**config.mk**
```make
export PLATFORM = sky130hd
export DESIGN_NAME = uart_tx_cfg_flat
export DESIGN_NICKNAME = d
export VERILOG_FILES = /design/src/rtl/uart_pkg.sv /design/src/rtl/uart_tx_cfg_if.sv /design/src/rtl/uart_sync_fifo.sv /design/src/rtl/uart_tx_cfg.sv /design/src/flat_wrapper.sv
export SDC_FILE = /design/constraint.sdc
export NUM_CORES = 1
export LEC_CHECK = 0
export CAP_MARGIN = 15
export CORE_ASPECT_RATIO = 1.75
export CORE_MARGIN = 4
export CORE_UTILIZATION = 54
export CTS_BUF_LIST = sky130_fd_sc_hd__clkbuf_4
export DETAILED_ROUTE_END_ITERATION = 7
export MAX_ROUTING_LAYER = met4
export PLACE_DENSITY = 0.74
export SYNTH_ARGS = -nofsm -noshare
export SYNTH_HDL_FRONTEND = slang
export SYNTH_SLANG_ARGS = --single-unit
```
**constraint.sdc**
```tcl
create_clock -name clk -period 6.1 [get_ports clk]
set_input_delay 1.22 -clock clk [delete_from_list [all_inputs] [get_ports clk]]
set_output_delay 1.22 -clock clk [all_outputs]
set_load 0.01 [all_outputs]
```
**src/rtl/uart_pkg.sv**
```systemverilog
// Shared definitions for the UART transmit/receive blocks.
package uart_pkg;

  localparam int PAR_NONE = 0;
  localparam int PAR_EVEN = 1;
  localparam int PAR_ODD  = 2;

  typedef enum logic [2:0] {
    ST_IDLE   = 3'd0,
    ST_START  = 3'd1,
    ST_DATA   = 3'd2,
    ST_PARITY = 3'd3,
    ST_STOP   = 3'd4
  } tx_state_e;

  // Even parity of a word of up to 9 bits; unused upper bits must be zero.
  function automatic logic word_parity(input logic [8:0] w);
    return ^w;
  endfunction

endpackage

```
**src/rtl/uart_tx_cfg_if.sv**
```systemverilog
// Producer-side valid/ready word handshake into the UART transmitter.
interface uart_tx_cfg_if #(
  parameter int DATA_BITS = 8
) ();
  logic [DATA_BITS-1:0] in_data;
  logic                 in_valid;
  logic                 in_ready;

  modport master (output in_data, output in_valid, input in_ready);
  modport slave  (input in_data, input in_valid, output in_ready);
endinterface

```
**src/rtl/uart_sync_fifo.sv**
```systemverilog
// Generic synchronous FIFO with registered not-full flag and occupancy output.
module uart_sync_fifo #(
  parameter int DEPTH = 4,
  parameter int WIDTH = 8
) (
  input  logic                     clk,
  input  logic                     rst,
  input  logic                     push_i,
  input  logic [WIDTH-1:0]         wdata_i,
  output logic                     ready_o,
  input  logic                     pop_i,
  output logic [WIDTH-1:0]         rdata_o,
  output logic                     empty_o,
  output logic [$clog2(DEPTH):0]   level_o
);
  localparam int AW = $clog2(DEPTH);
  localparam int PW = AW + 1;

  if (DEPTH < 2 || (1 << AW) != DEPTH) begin : g_bad_depth
    $error("uart_sync_fifo: DEPTH must be a power of two >= 2");
  end

  logic [WIDTH-1:0] mem_q [DEPTH];
  logic [PW-1:0]    wptr_q, wptr_d, rptr_q, rptr_d;
  logic             ready_q, do_push, do_pop, full_d;

  // ready_q is the registered not-full flag, so a pop never frees a slot in the same cycle
  assign do_push = push_i && ready_q;
  assign do_pop  = pop_i && !empty_o;
  assign empty_o = (wptr_q == rptr_q);
  assign wptr_d  = wptr_q + PW'(do_push);
  assign rptr_d  = rptr_q + PW'(do_pop);
  assign full_d  = (wptr_d[AW] != rptr_d[AW]) && (wptr_d[AW-1:0] == rptr_d[AW-1:0]);
  assign level_o = wptr_q - rptr_q;
  assign rdata_o = mem_q[rptr_q[AW-1:0]];
  assign ready_o = ready_q;

  // Storage write; contents need no reset since pointers gate visibility.
  always_ff @(posedge clk) begin
    if (do_push) mem_q[wptr_q[AW-1:0]] <= wdata_i;
  end

  // Pointer and full-flag registers.
  always_ff @(posedge clk) begin
    if (rst) begin
      wptr_q  <= '0;
      rptr_q  <= '0;
      ready_q <= 1'b1;
    end else begin
      wptr_q  <= wptr_d;
      rptr_q  <= rptr_d;
      ready_q <= !full_d;
    end
  end
endmodule

```
**src/rtl/uart_tx_cfg.sv**
```systemverilog
// Buffered UART transmitter with configurable framing and runtime baud divisor.
//   state     | meaning
//   ST_IDLE   | line high, waiting for a queued word
//   ST_START  | start bit (low) for one period
//   ST_DATA   | data bits LSB first, one period each
//   ST_PARITY | parity bit (only when PARITY != none)
//   ST_STOP   | STOP_BITS periods high; chains straight into ST_START if more words queued
module uart_tx_cfg #(
  parameter int DATA_BITS  = 8,
  parameter int PARITY     = 0,
  parameter int STOP_BITS  = 1,
  parameter int FIFO_DEPTH = 4,
  parameter int DIV_W      = 16
) (
  input  logic                          clk,
  input  logic                          rst,
  input  logic [DIV_W-1:0]              baud_div,
  uart_tx_cfg_if.slave                  in_if,
  output logic                          dout,
  output logic                          busy,
  output logic [$clog2(FIFO_DEPTH):0]   fifo_level
);
  import uart_pkg::*;

  if (DATA_BITS < 5 || DATA_BITS > 9) begin : g_bad_data_bits
    $error("uart_tx_cfg: DATA_BITS must be 5..9");
  end
  if (PARITY < 0 || PARITY > 2) begin : g_bad_parity
    $error("uart_tx_cfg: PARITY must be 0, 1 or 2");
  end
  if (STOP_BITS != 1 && STOP_BITS != 2) begin : g_bad_stop_bits
    $error("uart_tx_cfg: STOP_BITS must be 1 or 2");
  end
  if (DIV_W < 2) begin : g_bad_div_w
    $error("uart_tx_cfg: DIV_W must be at least 2");
  end

  tx_state_e            state_q, state_d;
  logic [DIV_W-1:0]     period_q, period_d, cnt_q, cnt_d, eff_div;
  logic [3:0]           idx_q, idx_d;
  logic [DATA_BITS-1:0] shift_q, shift_d, fifo_rdata;
  logic                 par_q, par_d, dout_q, dout_d;
  logic                 pop, fifo_empty, tick;

  uart_sync_fifo #(.DEPTH(FIFO_DEPTH), .WIDTH(DATA_BITS)) u_fifo (
    .clk     (clk),
    .rst     (rst),
    .push_i  (in_if.in_valid),
    .wdata_i (in_if.in_data),
    .ready_o (in_if.in_ready),
    .pop_i   (pop),
    .rdata_o (fifo_rdata),
    .empty_o (fifo_empty),
    .level_o (fifo_level)
  );

  // Divisors below 2 would make a zero-length or one-clock bit; clamp them.
  assign eff_div = (baud_div < DIV_W'(2)) ? DIV_W'(2) : baud_div;
  assign tick    = (cnt_q == period_q - DIV_W'(1));

  // Next-state, datapath updates and line level for the current state.
  always_comb begin
    state_d  = state_q;
    period_d = period_q;
    cnt_d    = cnt_q + DIV_W'(1);
    idx_d    = idx_q;
    shift_d  = shift_q;
    par_d    = par_q;
    pop      = 1'b0;
    dout_d   = 1'b1;
    unique case (state_q)
      ST_IDLE: begin
        cnt_d = '0;
        if (!fifo_empty) begin
          pop      = 1'b1;
          shift_d  = fifo_rdata;
          period_d = eff_div;
          par_d    = 1'b0;
          idx_d    = '0;
          state_d  = ST_START;
        end
      end
      ST_START: begin
        dout_d = 1'b0;
        if (tick) begin
          cnt_d   = '0;
          state_d = ST_DATA;
        end
      end
      ST_DATA: begin
        dout_d = shift_q[0];
        if (tick) begin
          cnt_d   = '0;
          shift_d = shift_q >> 1;
          par_d   = par_q ^ shift_q[0];
          if (idx_q == 4'(DATA_BITS - 1)) begin
            idx_d   = '0;
            state_d = (PARITY != PAR_NONE) ? ST_PARITY : ST_STOP;
          end else begin
            idx_d = idx_q + 4'd1;
          end
        end
      end
      ST_PARITY: begin
        dout_d = (PARITY == PAR_ODD) ? ~par_q : par_q;
        if (tick) begin
          cnt_d   = '0;
          state_d = ST_STOP;
        end
      end
      ST_STOP: begin
        dout_d = 1'b1;
        if (tick) begin
          cnt_d = '0;
          if (idx_q == 4'(STOP_BITS - 1)) begin
            idx_d = '0;
            if (!fifo_empty) begin
              pop      = 1'b1;
              shift_d  = fifo_rdata;
              period_d = eff_div;
              par_d    = 1'b0;
              state_d  = ST_START;
            end else begin
              state_d = ST_IDLE;
            end
          end else begin
            idx_d = idx_q + 4'd1;
          end
        end
      end
      default: state_d = ST_IDLE;
    endcase
  end

  // FSM and datapath registers; dout is registered so the line is glitch-free.
  always_ff @(posedge clk) begin
    if (rst) begin
      state_q  <= ST_IDLE;
      period_q <= '0;
      cnt_q    <= '0;
      idx_q    <= '0;
      shift_q  <= '0;
      par_q    <= 1'b0;
      dout_q   <= 1'b1;
    end else begin
      state_q  <= state_d;
      period_q <= period_d;
      cnt_q    <= cnt_d;
      idx_q    <= idx_d;
      shift_q  <= shift_d;
      par_q    <= par_d;
      dout_q   <= dout_d;
    end
  end

  assign dout = dout_q;
  assign busy = (state_q != ST_IDLE) || !fifo_empty;
endmodule

```
**src/flat_wrapper.sv**
```systemverilog
// flat-port wrapper written by rule: the top's interface ports become plain ports
module uart_tx_cfg_flat import uart_pkg::*;
#(
  parameter int DATA_BITS  = 8,
  parameter int PARITY     = 0,
  parameter int STOP_BITS  = 1,
  parameter int FIFO_DEPTH = 4,
  parameter int DIV_W      = 16
)
  (clk, rst, baud_div, dout, busy, fifo_level, in_if_in_data, in_if_in_valid, in_if_in_ready);
  uart_tx_cfg_if #(.DATA_BITS(DATA_BITS)) in_if_i ();
  input  logic clk;
  input  logic rst;
  input  logic [DIV_W-1:0] baud_div;
  output logic dout;
  output logic busy;
  output logic [$clog2(FIFO_DEPTH):0] fifo_level;
  input wire logic [$bits(in_if_i.in_data)-1:0] in_if_in_data;
  input wire logic [$bits(in_if_i.in_valid)-1:0] in_if_in_valid;
  output wire logic [$bits(in_if_i.in_ready)-1:0] in_if_in_ready;
  assign in_if_i.in_data = in_if_in_data;
  assign in_if_i.in_valid = in_if_in_valid;
  assign in_if_in_ready = in_if_i.in_ready;
  uart_tx_cfg #(.DATA_BITS(DATA_BITS), .PARITY(PARITY), .STOP_BITS(STOP_BITS), .FIFO_DEPTH(FIFO_DEPTH), .DIV_W(DIV_W)) u_core (.clk(clk), .rst(rst), .baud_div(baud_div), .in_if(in_if_i), .dout(dout), .busy(busy), .fifo_level(fifo_level));
endmodule
```
Yosys cells after proc, flatten, opt, wreduce, memory -nomap -nowiden:

Memory sizes are Yosys's and may differ from the RTL's. A register that Yosys moved wholly into a read port is not among the register bits.
Index checks and enable logic that the tools add are counted.

* mux-type cells: 40
* add/sub/neg operators: 6
* bitwise gates (word level): 1
* order comparisons: 1
* eq/ne operators: 16
* reduce and logical (&&, ||, !) cells: 16

Operators by type and width (number)
* $mux W16: 5
* $pmux W16 S2: 2
* $mux W8: 4
* $pmux W8 S3: 1
* $mux W3: 7
* $mux W4: 5
* $add A16 B1 Y16 const B: 1
* $eq A16 B16 Y1: 1
* $lt A16 B2 Y1 const B: 1
* $sub A16 B1 Y16 const B: 1
* $pmux W3 S5: 1
* $ne A2 B1 Y1 const B: 6
* $pmux W4 S3: 1
* $mux W1: 10
* $reduce_and A4 Y1: 2
* $reduce_and A7 Y1: 1
* $add A3 B1 Y3: 2
* $eq A3 B2 Y1 const B: 2
* $pmux W1 S3: 2
* $reduce_bool A3 Y1: 2
* $add A4 B1 Y4 const B: 1
* $eq A4 B3 Y1 const B: 1
* $logic_not A4 Y1: 1
* $reduce_or A4 Y1: 1
* other kinds (16): 19

* register bits: 56
* output and inout bits: 6
* memory bits (writable): 32
* memories kept: 1
* logic and storage cells: 91

Memory list
* u_core.u_fifo.mem_q: words 4, width 8, read ports 1, clocked after memory_dff 1, write ports 1, line uart_sync_fifo.sv:23 `logic [WIDTH-1:0] mem_q [DEPTH];`

Logic depth before layout (Yosys ltp):

Gate-level depths: netlist of run 1.

* word-level depth: 10
* gate-level depth with buffers: 16

Cells and area by module:

From an unflattened synthesis of run 1, not the netlist that was laid out.

* cells, all modules: 462
* area total of the unflattened synthesis: 4571.9 um2

Modules (own cells, without submodules)
* uart_tx_cfg: times used 1, area an instance 3024.2 um2, seq. area each 980.9 um2, cells an instance 378
* uart_sync_fifo: times used 1, area an instance 1547.7 um2, seq. area each 1101.1 um2, cells an instance 84

Worst setup path after synthesis of run 1:

No wires, ideal clock.

* kind: register to register
* from: reg u_core.period_q[7]
* to: reg u_core.u_fifo.ready_q, in the netlist u_core.u_fifo.ready_o
* library setup time: 141 ps
* buffers on the path: 2
* clock period less this slack: 3146 ps
* slack: 2954 ps
* cell stages (with the launch flop): 15
* arrival: 3005 ps
* cells stage by stage: dfxtp_1 buf_6 nor3_2 nand3_1 or4_4 a211oi_2 nand4bb_1 buf_2 or2_4 a21oi_1 ha_1 ha_1 xor2_1 xnor2_1 nand4_1

* word-level cells in the longest chain between the ends: 9
* elaborated cells on any way between the ends: 10
* classes of those cells: add/sub: 2; eq/ne: 3; mux: 2; reduce/logical: 3

RTL lines
* start: declaration: line uart_tx_cfg.sv:39 `logic [DIV_W-1:0] period_q, period_d, cnt_q, cnt_d, eff_div;`
* start signal: assignment: line uart_tx_cfg.sv:147 `period_q <= period_d;`
* $sub A16 B1 Y16 *: line uart_tx_cfg.sv:59 `assign tick = (cnt_q == period_q - DIV_W'(1));`
* $eq A16 B16 Y1 *: line uart_tx_cfg.sv:59
* $mux W1 *: line uart_tx_cfg.sv:113 `if (tick) begin`
* $pmux W1 S2 *: line uart_tx_cfg.sv:71 `unique case (state_q)`
* $logic_and A1 B1 Y1 *: line uart_sync_fifo.sv:29 `assign do_pop = pop_i && !empty_o;`
* $add A3 B1 Y3 *: line uart_sync_fifo.sv:32 `assign rptr_d = rptr_q + PW'(do_pop);`
* $eq A2 B2 Y1 or $ne A1 B1 Y1 (tied branches): line uart_sync_fifo.sv:33 `assign full_d = (wptr_d[AW] != rptr_d[AW]) && (wptr_d[AW-1:0] == rptr_d[AW-1:0]);`
* $logic_and A1 B1 Y1 *: line uart_sync_fifo.sv:33
* $logic_not A1 Y1 *: line uart_sync_fifo.sv:52 `ready_q <= !full_d;`
* end signal: assignment: line uart_sync_fifo.sv:52
* end: declaration: line uart_sync_fifo.sv:25 `logic ready_q, do_push, do_pop, full_d;`

Every way passes the cells marked *; elsewhere a longest branch is shown, timed or not.
A chain may end at the register's enable or synchronous reset.

Final worst setup path of run 1:

* from: reg u_core.period_q[2]
* to: reg u_core.u_fifo.ready_q, in the netlist u_core.u_fifo.ready_o

The elaborated chain is that of the path after synthesis.

==> impl_metrics.ini, run 1 <==
[cts]
cts-hold-fix-buffers = 0
numCtsBuffers = 9
cts_setup_buffers = 0
cts_resized = 0
cts_buffer_depth = 2
cts_tree = yes
cts.sinks = 88
ctsHtreeMaxLevel = 3
cts.clk_slew.worst_paths_ns = 0.14
worstSkewPairLatency_ns = 0.45
cts_root_buffer = clkbuf_4

[yosys]
synth_enable_flop_cells = 32
ys_types = 61
synth_area_um2 = 4553
syn_inst = 446
syn_avg_cell_area_um2 = 10.21
synth_top_area_share_pct = 24.62
synth-warning-count = 0
synth_nets = 484
synth.largest_area_cell = dfxtp_1
synth-seq-cells = 88
ys_seq_area_share_pct = 45.73
synthTopCellsByArea = dfxtp_1, edfxtp_1, xnor2_1
yosys_most_used_dff = dfxtp_1
synth-async-reset-ratio_pct = 0

[floorplan]
initial_core_util_pct = 55.14
dieWidth_um = 77.41
dieArea_um2 = 10020
fp.coreArea_um2 = 8258
ioPinCount = 33
rows = 44
dieHeight_um = 129.5

[cells_and_area]
nets = 507
drive_gt1_share_pct = 12.66
area_delta_synth_final_pct = 11.82
multi_input_area_um2 = 2298
design_area_um2 = 5091
fillers = 690
regArea_um2 = 2082

[sta]
fin_ws_ns = 2.034
finalSetupTns_ns = 0
slew_headroom_pct = 31.42
setup_viol_count_final = 0
fmax_mhz = 245.9
fin_skew_ns = 0.01535
rsz0062_at_grt = false
post-route-min-period_ns = 4.066
max_slew.worst_pin.slew_ns = 1.029
hold_viol_final = 0
period_share_pct = 66.66
slew_viol_final = 0

[drt]
drt-vias-per-instance = 5.970
totalWireLength_um = 9604
drtPass1Iterations = 4
vias = 3385
ant_nets = 0
drc = 0
wl_per_cell_um = 16.94
drtIter0Drc = 193

[pwr]
intPower_w = 0.001285
ir_drop_uv = 244.0
power.switching_w = 0.0007838
p_sw_share_pct = 37.88
power_frac_comb_pct = 43.0
powerDensity_nw_per_um2 = 406.4
clkPwrFrac_pct = 18.3
power_frac_seq_pct = 38.7
power.static_leakage_nw = 1.843

[worst_setup_path]
worst_setup_path_start_kind = flop
end_kind = flop
critical_path_arrival_ns = 4.40
path_max_fanout = 13
critPathKind = flop to flop
required_ns = 6.43

[grt]
antenna_found_initial = 1
grt.overflow.total = 0
grt_use_total_pct = 21.21
grt_pass1_wl_um = 16040
grt_max_degree = 31
grt_pass1_vias = 3393

[flow_run]
maxCapViolations = 0

[placement]
port_buffers = 32
place_area_um2 = 4906
routabilityCongestion = 0.8753
dp_hpwl_um = 7187
pre_cts_ws_ns = 2.054

[status]
status = complete, no violations

[hold_path]
hold_path_class = flop to flop
[sequential cells by signal, indices dropped and copies added (netlist names)]
signal,count
u_core.u_fifo.wptr_q,3
u_core.state_q,3
u_core.u_fifo.mem_q,32
u_core.idx_q,4
u_core.shift_q,8
u_core.dout,1
u_core.cnt_q,16
u_core.period_q,16
u_core.u_fifo.ready_o,1
u_core.par_q,1
u_core.u_fifo.rptr_q,3
[metrics by stage]
stage	power (W)	util (%)	hold slack, ns	instances
6_report	0.002069	61.65	0.4713	567
5_1_grt	0.002214	61.65	0.4873	567
4_1_cts	0.002080	61.44	0.4723	565
3_5_place_dp	0.001700	59.41	0.4542	549
3_3_place_gp	0.001676	59.41	0.4425	549
2_1_floorplan	0.001497	-	0.4346	446
[cells by family (layout without fill, tap and decap cells)]
logic type | Yosys count | in the layout | share of synthesized area [%]
and+or+nand+nor | 163 | 163 | 18.74
DFF | 88 | 88 | 45.73
AOI/OAI and AO/OA | 75 | 75 | 12.31
xor gates and xnor gates | 43 | 43 | 8.271
buffers and inverters | 41 | 69 | 3.874
muxes | 24 | 24 | 7.667
adders and majority gates | 12 | 12 | 3.408
other | 0 | 1 | 0
[Yosys cell counts (all sizes together) (2+ instances only)]
cell type  count
o31ai          4
o21ai          6
ha            10
buf            8
nor2b          5
dfxtp         56
nor4           7
nor3b          3
nor4b          2
a311o          2
nand4          9
clkbuf        17
inv           15
mux2i          9
or2            3
nor3          11
a211oi         5
a21oi         21
xnor2         29
edfxtp        32
a21o           2
xor2          14
a31oi          7
nor2          37
nand2         33
mux2           7
o21a           2
and3           7
a22oi          2
nand3         34
o22a           2
and4           2
a21bo         14
nand3b         3
mux4           8
[final timing paths]
check,start,endpoint,slack [ns],cells after the start
hold / removal,u_core.shift_q[6],u_core.shift_q[6],0.47,2
hold reg to reg,u_core.shift_q[6],u_core.shift_q[6],0.47,2
setup / recovery,u_core.period_q[2],u_core.u_fifo.ready_o,2.03,12
setup reg to reg,u_core.period_q[2],u_core.u_fifo.ready_o,2.03,12
[placed cells by master, fill, tap and decap left out, types with 4 or more instances in the layout]
cell type        count
nand3_1             34
ha_1                10
o21ai_0              5
clkbuf_4            10
nor3_1              10
a31oi_1              7
nor2b_1              5
dfxtp_1             56
nor2_1              37
o31ai_1              4
xnor2_1             29
mux2i_1              9
nor4_1               5
nand2_1             33
edfxtp_1            32
clkdlybuf4s50_1     32
and3_1               7
mux2_2               7
xor2_1              14
a21oi_1             21
inv_1               15
a211oi_1             4
a21bo_2             14
buf_4                4
mux4_2               8
nand4_1              9
[area by class of cell]
cell class / count / area share, %
tap: 92 / 2.261
clock buffer: 10 / 1.475
inverter: 16 / 1.180
timing repair buffer: 37 / 7.176
clock inverter: 6 / 1.819
antenna: 1 / 0.04915
multi-input combinational: 317 / 45.15
sequential: 88 / 40.89
[power by group through the flow]
stage	sequential, W	clock (W)	combinational [W]
6_report	0.000802	0.000378	0.000890
4_1_cts	0.000801	0.000386	0.000892
3_5_place_dp	0.000814	0	0.000886
3_3_place_gp	0.000808	0	0.000868
2_1_floorplan	0.000765	0	0.000733
5_1_grt	0.000816	0.000407	0.000991
[routing by layer]
| metal | GRT usage (%) | vias up | routed length, um |
|---|---|---|---|
| li1 | - | 1663 | - |
| met1 | 21.63 | 1627 | 3700 |
| met2 | 38.36 | 72 | 5304 |
| met3 | 3.894 | 23 | 274 |
| met4 | 11.01 | 0 | 324 |
| met5 | - | - | 0 |
[worst max-delay path, stage by stage, from the launching register on]
cell and delay (ns):
dfxtp_1 0.40, nor4_4 0.62, nand3_1 0.20, or4_4 0.55
a211oi_2 0.20, nand4bb_1 0.34, or2_4 0.38, a21oi_1 0.38
ha_1 0.23, ha_1 0.19, xor2_1 0.18, xnor2_1 0.15
nand4_1 0.13
Note: power is estimated with default switching activity, not from simulation.
==> inputs of run 2 (changes only) <==
--- a/config.mk
+++ b/config.mk
@@ -12,7 +12,7 @@
 export CTS_BUF_LIST = sky130_fd_sc_hd__clkbuf_4
 export DETAILED_ROUTE_END_ITERATION = 7
 export MAX_ROUTING_LAYER = met4
-export PLACE_DENSITY = 0.74
+export PLACE_DENSITY = 0.77
 export SYNTH_ARGS = -nofsm -noshare
 export SYNTH_HDL_FRONTEND = slang
 export SYNTH_SLANG_ARGS = --single-unit
==> constraint.sdc (replaced) <==
create_clock -name clk -period 3.5 [get_ports clk]
set_input_delay 0.7 -clock clk [delete_from_list [all_inputs] [get_ports clk]]
set_output_delay 0.7 -clock clk [all_outputs]
set_load 0.01 [all_outputs]
==> run 2 against run 1 <==
Net effect: sequential share of layout area is 0.97 points lower; hold slack worse by 0.00057 ns; design area is 2.5% higher; power is 85% higher; critical path depth is 1 higher; combinational power is 92% higher; largest power group unchanged; via count is 0.74% higher; die area stayed put; clock power is 96% higher; clock skew is 0.0035 ns higher; sequential power is 71% higher.
==> impl_metrics.ini, run 2 (synthesized netlist as in run 1, its figures left out) <==
[status]
status = complete, no violations

[drt]
ant_nets = 0
totalWireLength_um = 9937
highest_layer = met4
vias = 3410
wl_per_cell_um = 17.16
drtIter0Drc = 272
routed-wl-met3_um = 298
wl_met1_um = 3712
drtPass1Iterations = 4
drc = 0
drt-vias-per-instance = 5.889
routed-wl-met2_um = 5613

[cells_and_area]
fillers = 684
area_delta_synth_final_pct = 14.59
most-common-layout-cells = dfxtp_1, nor2_1, nand3_1, nand2_1
final_common_cell = dfxtp_1
drive_gt1_share_pct = 15.40
diodes = 0
design_area_um2 = 5218
final_util_pct = 63.18
nets = 520
largest_reg_flops = 32

[cts]
cts_buffer_depth = 2
cts.clk_slew.worst_paths_ns = 0.15
worstSkewPairLatency_ns = 0.45
cts.sinks = 88
cts_root_buffer = clkbuf_4
cts_tree = yes
ctsHtreeMaxLevel = 3
numCtsBuffers = 9

[worst_setup_path]
ff2ff_path_depth = 13
end_kind = flop
r2r_end = u_core.u_fifo.ready_o
required_ns = 3.82
critical_path_arrival_ns = 3.57
crit_chain = nor4_4 > buf_4 > nand4_1 > a211o_1 > a22oi_2 > nand4bb_1 > or2_4 > a21oi_2 > ha_1 > ha_1 > xor2_1 > xnor2_1 > nand4_1
crit_path_max_incr_delay_ns = 0.40
critPathKind = flop to flop
worstSetupStartpoint = u_core.period_q[2]
critPathSlowestCell = dfxtp_1
worst_setup_path_start_kind = flop
path_max_fanout = 12
regToRegStartpoint = u_core.period_q[2]
r2r_slack_ns = 0.24

[sta]
max_slew.worst_pin.slew_ns = 0.7698
post-route-min-period_ns = 3.256
fmax_mhz = 307.1
hold_viol_final = 0
period_share_pct = 93.04
finalSetupTns_ns = 0
slew_headroom_pct = 48.49
setup_viol_count_final = 0
fin_skew_ns = 0.01887
rsz0062_at_grt = false
slew_viol_final = 0
fin_ws_ns = 0.2437
hold_ws_ns = 0.4708

[floorplan]
rows = 44
dieArea_um2 = 10020
initial_core_util_pct = 55.14
fp.coreArea_um2 = 8258
dieWidth_um = 77.41
ioPinCount = 33
dieHeight_um = 129.5

[pwr]
powerDensity_nw_per_um2 = 731.7
intPower_w = 0.002399
power_frac_comb_pct = 44.8
power_frac_seq_pct = 35.8
ir_drop_uv = 425.9
power.switching_w = 0.001419
p_sw_share_pct = 37.16
power.static_leakage_nw = 1.926
clkPwrFrac_pct = 19.4

[hold_path]
whs_endpoint = u_core.shift_q[2]
hold_path_class = flop to flop
hold_path_depth = 2
worstHoldStart = u_core.shift_q[2]

[grt]
grt_max_degree = 31
grt_pass1_vias = 3515
antenna_found_initial = 0
grt.overflow.total = 0
grt_use_total_pct = 22.12
grt_pass1_wl_um = 16770

[placement]
place_area_um2 = 5011
dp_hpwl_um = 7712
pre_cts_ws_ns = 0.1535
port_buffers = 32
routabilityCongestion = 0.8648

[flow_run]
maxCapViolations = 0
## run 2: repair_timing
item	CTS	global route
hold buffers	0	0
endpoints found under the setup margin	0	1
setup buffers	0	0
gates resized for setup	0	3
## run 2: routing by layer
metal | GRT usage [%] | vias to the layer above
met2 | 41.31 | 76
met4 | 10.80 | 0
met1 | 21.94 | 1629
met3 | 3.686 | 22
met5 | - | -
li1 | - | 1683
## run 2: power groups by stage
stage               clock [W]  sequential (W)  combinational, W
floorplan                   0         0.00133           0.00128
global placement            0         0.00138           0.00169
detailed placement          0         0.00138           0.00170
CTS                  0.000753         0.00136           0.00171
global route         0.000802         0.00139           0.00190
finish               0.000742         0.00137           0.00171
## run 2: worst max-delay path by stage
stage                     slack (ns)  depth (start not counted)                    end
after floorplan                 0.35                         14  u_core.u_fifo.ready_o
after global placement          0.28                         12  u_core.u_fifo.ready_o
after detailed placement        0.15                         14  u_core.u_fifo.ready_o
after CTS                       0.11                         14  u_core.u_fifo.ready_o
after global routing           0.004                         14  u_core.u_fifo.ready_o
final                           0.24                         13  u_core.u_fifo.ready_o
## run 2: cell type report
class / count / area [um2] / share of cell area (%)
Clock buffer: 9 / 67.56 / 1.295
Clock inverter: 7 / 125.1 / 2.398
Inverter: 16 / 60.06 / 1.151
Multi-Input combinational cell: 317 / 2311 / 44.29
Sequential cell: 88 / 2083 / 39.93
Tap cell: 92 / 115.1 / 2.206
Timing Repair Buffer: 50 / 455.4 / 8.729
## run 2: critical path, delay by kind of cell (launching register included)
kind | cells | cell delay [ns]
adders and majority gates | 2 | 0.41
and+or+nand+nor | 5 | 0.99
buffers and inverters | 1 | 0.22
AOI/OAI and AO/OA | 3 | 0.76
xor gates and xnor gates | 2 | 0.33
DFF | 1 | 0.40
## run 2: per-stage QoR
stage	std cells	total power [W]
2_1_floorplan	446	0.002609
4_1_cts	579	0.003824
3_5_place_dp	563	0.003082
3_3_place_gp	563	0.003062
5_1_grt	579	0.004092
6_report	579	0.003817
